`src/rtl/pipe_stage_reg.sv`:
```
// pipe_stage_reg: elastic pipeline-stage register with valid/ready on both
// sides, global Pause (hold) and Flush (kill), and a one-entry skid buffer so
// in_ready is a pure function of registered state plus the global controls.
// Invalid slots present NOP_VAL downstream.
// Optional feature: define PIPE_STAGE_PERF_EN to add saturating
// stall/bubble/flush counters, the perf_clr input and the CNT_W parameter.
//
// state | meaning
// EMPTY | {skid_v, main_v} = 00, no payload held
// FULL  | {skid_v, main_v} = 01, main entry holds the head payload
// SKID  | {skid_v, main_v} = 11, main is the head, skid holds the next one
module pipe_stage_reg #(
  parameter int                DATA_W  = 64,
  parameter logic [DATA_W-1:0] NOP_VAL = {32'h0, 32'h0000_0013}
`ifdef PIPE_STAGE_PERF_EN
  ,
  parameter int                CNT_W   = 16
`endif
) (
  input  logic              clk,
  input  logic              rst,
  input  logic              Pause,
  input  logic              Flush,
  input  logic              in_valid,
  input  logic [DATA_W-1:0] in_data,
  output logic              in_ready,
  output logic              out_valid,
  output logic [DATA_W-1:0] out_data,
  input  logic              out_ready
`ifdef PIPE_STAGE_PERF_EN
  ,
  input  logic              perf_clr,
  output logic [CNT_W-1:0]  stall_cnt,
  output logic [CNT_W-1:0]  bubble_cnt,
  output logic [CNT_W-1:0]  flush_cnt
`endif
);

  // Encoding doubles as the valid bits: bit1 = skid_v, bit0 = main_v.
  typedef enum logic [1:0] {
    EMPTY = 2'b00,
    FULL  = 2'b01,
    SKID  = 2'b11
  } state_t;

  state_t            r_state;
  logic [DATA_W-1:0] r_main_d;
  logic [DATA_W-1:0] r_skid_d;

  logic [1:0] w_state_bits;
  logic       w_main_v;
  logic       w_skid_v;
  logic       w_in_ready;
  logic       w_push;
  logic       w_pop;

  assign w_state_bits = r_state;
  assign w_main_v     = w_state_bits[0];
  assign w_skid_v     = w_state_bits[1];

  assign w_in_ready = ~w_skid_v & ~Pause & ~Flush;
  assign w_push     = in_valid & w_in_ready;
  assign w_pop      = w_main_v & out_ready & ~Pause & ~Flush;

  assign in_ready  = w_in_ready;
  assign out_valid = w_main_v;
  assign out_data  = w_main_v ? r_main_d : NOP_VAL;

  // Occupancy FSM and payload storage; Flush wins over Pause, Pause freezes all.
  always_ff @(posedge clk or posedge rst) begin
    if (rst) begin
      r_state  <= EMPTY;
      r_main_d <= NOP_VAL;
      r_skid_d <= '0;
    end else if (Flush) begin
      r_state  <= EMPTY;
      r_main_d <= NOP_VAL;
    end else if (!Pause) begin
      case (r_state)
        EMPTY: begin
          if (w_push) begin
            r_state  <= FULL;
            r_main_d <= in_data;
          end
        end
        FULL: begin
          if (w_push && w_pop) begin
            r_main_d <= in_data;
          end else if (w_push) begin
            r_state  <= SKID;
            r_skid_d <= in_data;
          end else if (w_pop) begin
            r_state  <= EMPTY;
          end
        end
        SKID: begin
          // in_ready is low here, so only the drain path exists.
          if (w_pop) begin
            r_state  <= FULL;
            r_main_d <= r_skid_d;
          end
        end
        default: begin
          r_state  <= EMPTY;
          r_main_d <= NOP_VAL;
        end
      endcase
    end
  end

  // A skid entry without a main entry would reorder payloads; it must never occur.
  a_no_skid_without_main: assert property (
    @(posedge clk) disable iff (rst) w_state_bits != 2'b10
  );

`ifdef PIPE_STAGE_PERF_EN
  logic [CNT_W-1:0] r_stall_cnt;
  logic [CNT_W-1:0] r_bubble_cnt;
  logic [CNT_W-1:0] r_flush_cnt;
  logic             w_stall_inc;
  logic             w_bubble_inc;
  logic             w_flush_inc;

  assign w_stall_inc  = w_main_v & ~w_pop & ~Flush;
  assign w_bubble_inc = ~w_main_v & ~Pause & ~Flush;
  assign w_flush_inc  = Flush;

  assign stall_cnt  = r_stall_cnt;
  assign bubble_cnt = r_bubble_cnt;
  assign flush_cnt  = r_flush_cnt;

  // Saturating event counters; perf_clr beats any increment in the same cycle.
  always_ff @(posedge clk or posedge rst) begin
    if (rst) begin
      r_stall_cnt  <= '0;
      r_bubble_cnt <= '0;
      r_flush_cnt  <= '0;
    end else if (perf_clr) begin
      r_stall_cnt  <= '0;
      r_bubble_cnt <= '0;
      r_flush_cnt  <= '0;
    end else begin
      if (w_stall_inc && (r_stall_cnt != '1))
        r_stall_cnt <= r_stall_cnt + 1'b1;
      if (w_bubble_inc && (r_bubble_cnt != '1))
        r_bubble_cnt <= r_bubble_cnt + 1'b1;
      if (w_flush_inc && (r_flush_cnt != '1))
        r_flush_cnt <= r_flush_cnt + 1'b1;
    end
  end
`endif

endmodule

```
`config.mk`:
```
export PLATFORM = sky130hd
export DESIGN_NAME = pipe_stage_reg
export DESIGN_NICKNAME = d
export VERILOG_FILES = /design/src/rtl/pipe_stage_reg.sv
export SDC_FILE = /design/constraint.sdc
export NUM_CORES = 1
export LEC_CHECK = 0
export ABC_CLOCK_PERIOD_IN_PS = 7000
export BUFFER_PORTS_ARGS = -buffer_cell sky130_fd_sc_hd__buf_2
export CAP_MARGIN = 20
export CORE_ASPECT_RATIO = 1.75
export CORE_MARGIN = 5
export CORE_UTILIZATION = 59
export DETAILED_ROUTE_END_ITERATION = 6
export PLACE_DENSITY = 0.85
export SYNTH_ARGS = -nofsm -noshare
export SYNTH_HDL_FRONTEND = slang
export SYNTH_SLANG_ARGS = --single-unit
```
`constraint.sdc`:
```
create_clock -name clk -period 7 [get_ports clk]
set_clock_uncertainty 0.15 [all_clocks]
set_input_delay 1.4 -clock clk [delete_from_list [all_inputs] [get_ports clk]]
set_output_delay 1.4 -clock clk [all_outputs]
set_load 0.02 [all_outputs]
```
==> impl_metrics.tcl <==
set metrics [dict create \
    status "finished, final reports clean" \
    synthCells 597 \
    max_slew.worst_pin.slew_ns 1.05 \
    reg2reg_slack_ns 3.61 \
    fmax_ghz 0.259 \
    clkSinkCount 130 \
    routed_via_density 5.91 \
    wire_per_inst_um 18.0 \
    sw_frac_of_total_pct 23.4 \
    first_iter_violations 389 \
    h-tree-depth 4 \
    post-dp-hpwl_um 9490 \
    cts_made_buffers 17 \
    grt_setup_unrepaired "no" \
    grt_max_degree 84 \
    clk_path_buf_depth 2 \
    synth_xor_area_share_pct 0.138 \
    seqPwrFrac_pct 44.1 \
    ff2ff_path_depth 7 \
    holdWs_ns 0.355 \
    synth_cell_types 29 \
    hold_viol 0 \
    ant_nets 0 \
    syn_area_sq_mm 0.00633 \
    rows 50 \
    required_ns 7.15 \
    cp_common_cell "buf_4" \
    p_total_mw 2.12 \
    start_util_pct 59.5 \
    track_usage_pct 25.1 \
    power_density_mw_per_mm2 277 \
    grt_pass1_vias 5152 \
    critPathLaunch "Flush" \
    nets 778 \
    synth_area_leaders "dfrtp_1 50%, mux2_2 11%, a22oi_1 7.1%, and2_1 6.0%, or3_1 5.9%" \
    setup_violations 0 \
    start_kind "input port" \
    slew_headroom_pct 29.9 \
    fill_cells 791 \
    remaining_drc_errors 0 \
    end_kind "flip-flop" \
    tns_ns 0 \
    worstHoldStart "r_skid_d[32]" \
    p_clk_share_pct 45.6 \
    avgSynthCellArea_sq_um 10.6 \
    min_period_ns 3.87 \
    crit_type "input port to flip-flop" \
    syn_nets 671 \
    vias 5011 \
    timing.rr.start "r_state[0]" \
    internal_power_mw 1.62 \
    yosys.area.top_type_share_pct 50.2 \
    antenna_found_initial 1 \
    min_path_type "flip-flop to flip-flop" \
    die_h_um 147 \
    critPathSlowestCell "o311ai_4" \
    crit_chain "buf_2 -> buf_4 -> nand2b_1 -> o311ai_4 -> buf_4 -> mux2_2" \
    synth_fa_ha_area_share_pct 0.791 \
    synth_top_family_by_area "simple AND/OR/NAND/NOR gates" \
    maxSlewViolCount 0 \
    cts_setup_buffers 0 \
    routed_wl_um 15300 \
    slowest_delay_ns 0.78 \
    cap_violations 0 \
    holdBufCountCts 0 \
    core_region_area_sq_mm 0.0106 \
    ios 136 \
    cts-root-buf "clkbuf_16" \
    die_area_sq_mm 0.0130 \
    crit_path_max_fanout 37 \
    yosys.area.top_type "dfrtp_1" \
    switching_power_uw 497 \
    area_growth_pct 20.9 \
    yosysSeqAreaShare_pct 51.5 \
    timing.rr.end "r_main_d[24]" \
    ys_warn_count 0 \
    drive_gt1_share_pct 34.6 \
    yosys.area_share.simple_pct 17.1 \
    numPortBuffers 135 \
    die_x_um 88.3 \
    clkLatencyLatePin_ns 0.41 \
    synth_compound_area_share_pct 14.1 \
    grt_overflow 0 \
    peakVddDrop_mv 0.208 \
    cts_tree "built" \
    synthMuxAreaShare_pct 11.7 \
    multi_input_area_sq_mm 0.00279 \
    first_pass_iters 7 \
    ff_latch_area_sq_mm 0.00326 \
    whs_endpoint "r_skid_d[32]" \
    arrival_ns 4.01 \
    synth_seq_cells 130 \
    gp_congestion 0.752 \
    grt_pass1_wl_um 25400 \
    period_share_pct 55.2 \
    hold_depth 1 \
    ctsResizeCount 0 \
    comb_power_share_pct 10.4 \
    leakagePower_nw 3.82 \
    clk_pin_slew_worst_paths_ns 0.06 \
]
[cell usage in the layout, fill, tap and decap left out, types with 2 or more instances in the layout]
cell type	n
clkinv_4	3
a221oi_1	3
nor2_1	5
a21oi_1	62
mux2_2	61
dfstp_2	3
ha_2	2
nand2_1	64
dfrtp_1	126
or3_1	60
buf_2	135
a211o_1	5
ha_1	2
and2_1	61
bufinv_16	5
clkinv_2	5
mux2_1	4
a22oi_1	60
clkbuf_16	17
nand2b_1	4
buf_4	8
nor3_1	2
inv_1	5
[cell usage after synthesis]
library cell    n
or3_1          60
o2bb2ai_1       1
ha_1            4
buf_2           7
and2_1         61
a22oi_1        60
clkbuf_1       41
o21ai_0         1
a211o_1         5
o221ai_1        1
inv_1           7
a21oi_1        62
nor2b_1         1
dfstp_2         3
dfrtp_1       127
mux2i_1         1
nor3_1          2
mux2_2         61
nor2_1          5
nand2_1        64
o311ai_4        1
nand2b_1        4
mux2_1          4
o211ai_2        1
nor4b_4         1
a221oi_1        3
buf_6           7
buf_1           1
xnor2_1         1
[how the worst max path moves through the flow]
stage                         to  slack, ns  depth (start not counted)
floorplan           r_main_d[10]       1.99                          1
global placement    r_skid_d[16]       2.83                          6
detailed placement  r_skid_d[16]       2.72                          6
CTS                  r_skid_d[9]       3.15                          6
global route        r_skid_d[26]       3.02                          6
finish              r_skid_d[16]       3.13                          6
[layer usage]
layer  global-route usage (%)  wire length [um]  up-vias
met1                     30.2              5670     2468
met5                        0                 0        -
met3                     6.40               956       41
met4                     9.53               438        0
met2                     42.4              8240      185
li1                         -                 -     2317
[flip-flops by register name (all words and copies together), names as in the netlist]
name	count
r_state	2
r_skid_d	64
r_main_d	64
[power groups by stage]
stage | Clock [mW] | Combinational [mW] | Sequential, mW
final | 0.966 | 0.220 | 0.935
after global routing | 1.02 | 0.246 | 0.947
after floorplan | 0 | 0.170 | 0.917
after detailed placement | 0 | 0.217 | 0.943
after global placement | 0 | 0.203 | 0.932
after CTS | 0.977 | 0.220 | 0.932
[logic make-up (layout without fill, tap and decap cells)]
group,Yosys count,in the layout
buf+inv,63,183
xor+xnor,1,1
other cells,0,1
simple gates,198,198
compound gates,135,135
flops,130,130
fa+ha+maj,4,4
mux,66,66
[final cells by class]
cell class,count,share of cell area [%]
Inverter,7,0.376
Clock inverter,14,2.75
Clock buffer,18,5.74
Tap cell,130,2.13
Sequential cell,130,42.6
Antenna cell,1,0.0327
Timing Repair Buffer,144,9.97
Multi-Input combinational cell,404,36.4
[metrics by stage]
step	std cells	setup WS (ns)	area, sq um	util [%]
global placement	814	2.83	6970	65.6
finish	848	3.13	7650	72.0
global route	848	3.02	7650	72.0
detailed placement	814	2.72	6970	65.6
CTS	846	3.15	7620	71.7
floorplan	597	1.99	6330	-
[worst max-delay path, delay by kind of cell]
kind	cells	cell delay, ns
AOI/OAI and AO/OA	1	0.78
buffers and inverters	3	1.17
muxes	1	0.39
and+or+nand+nor	1	0.24
(Power assumes the default switching activity.)
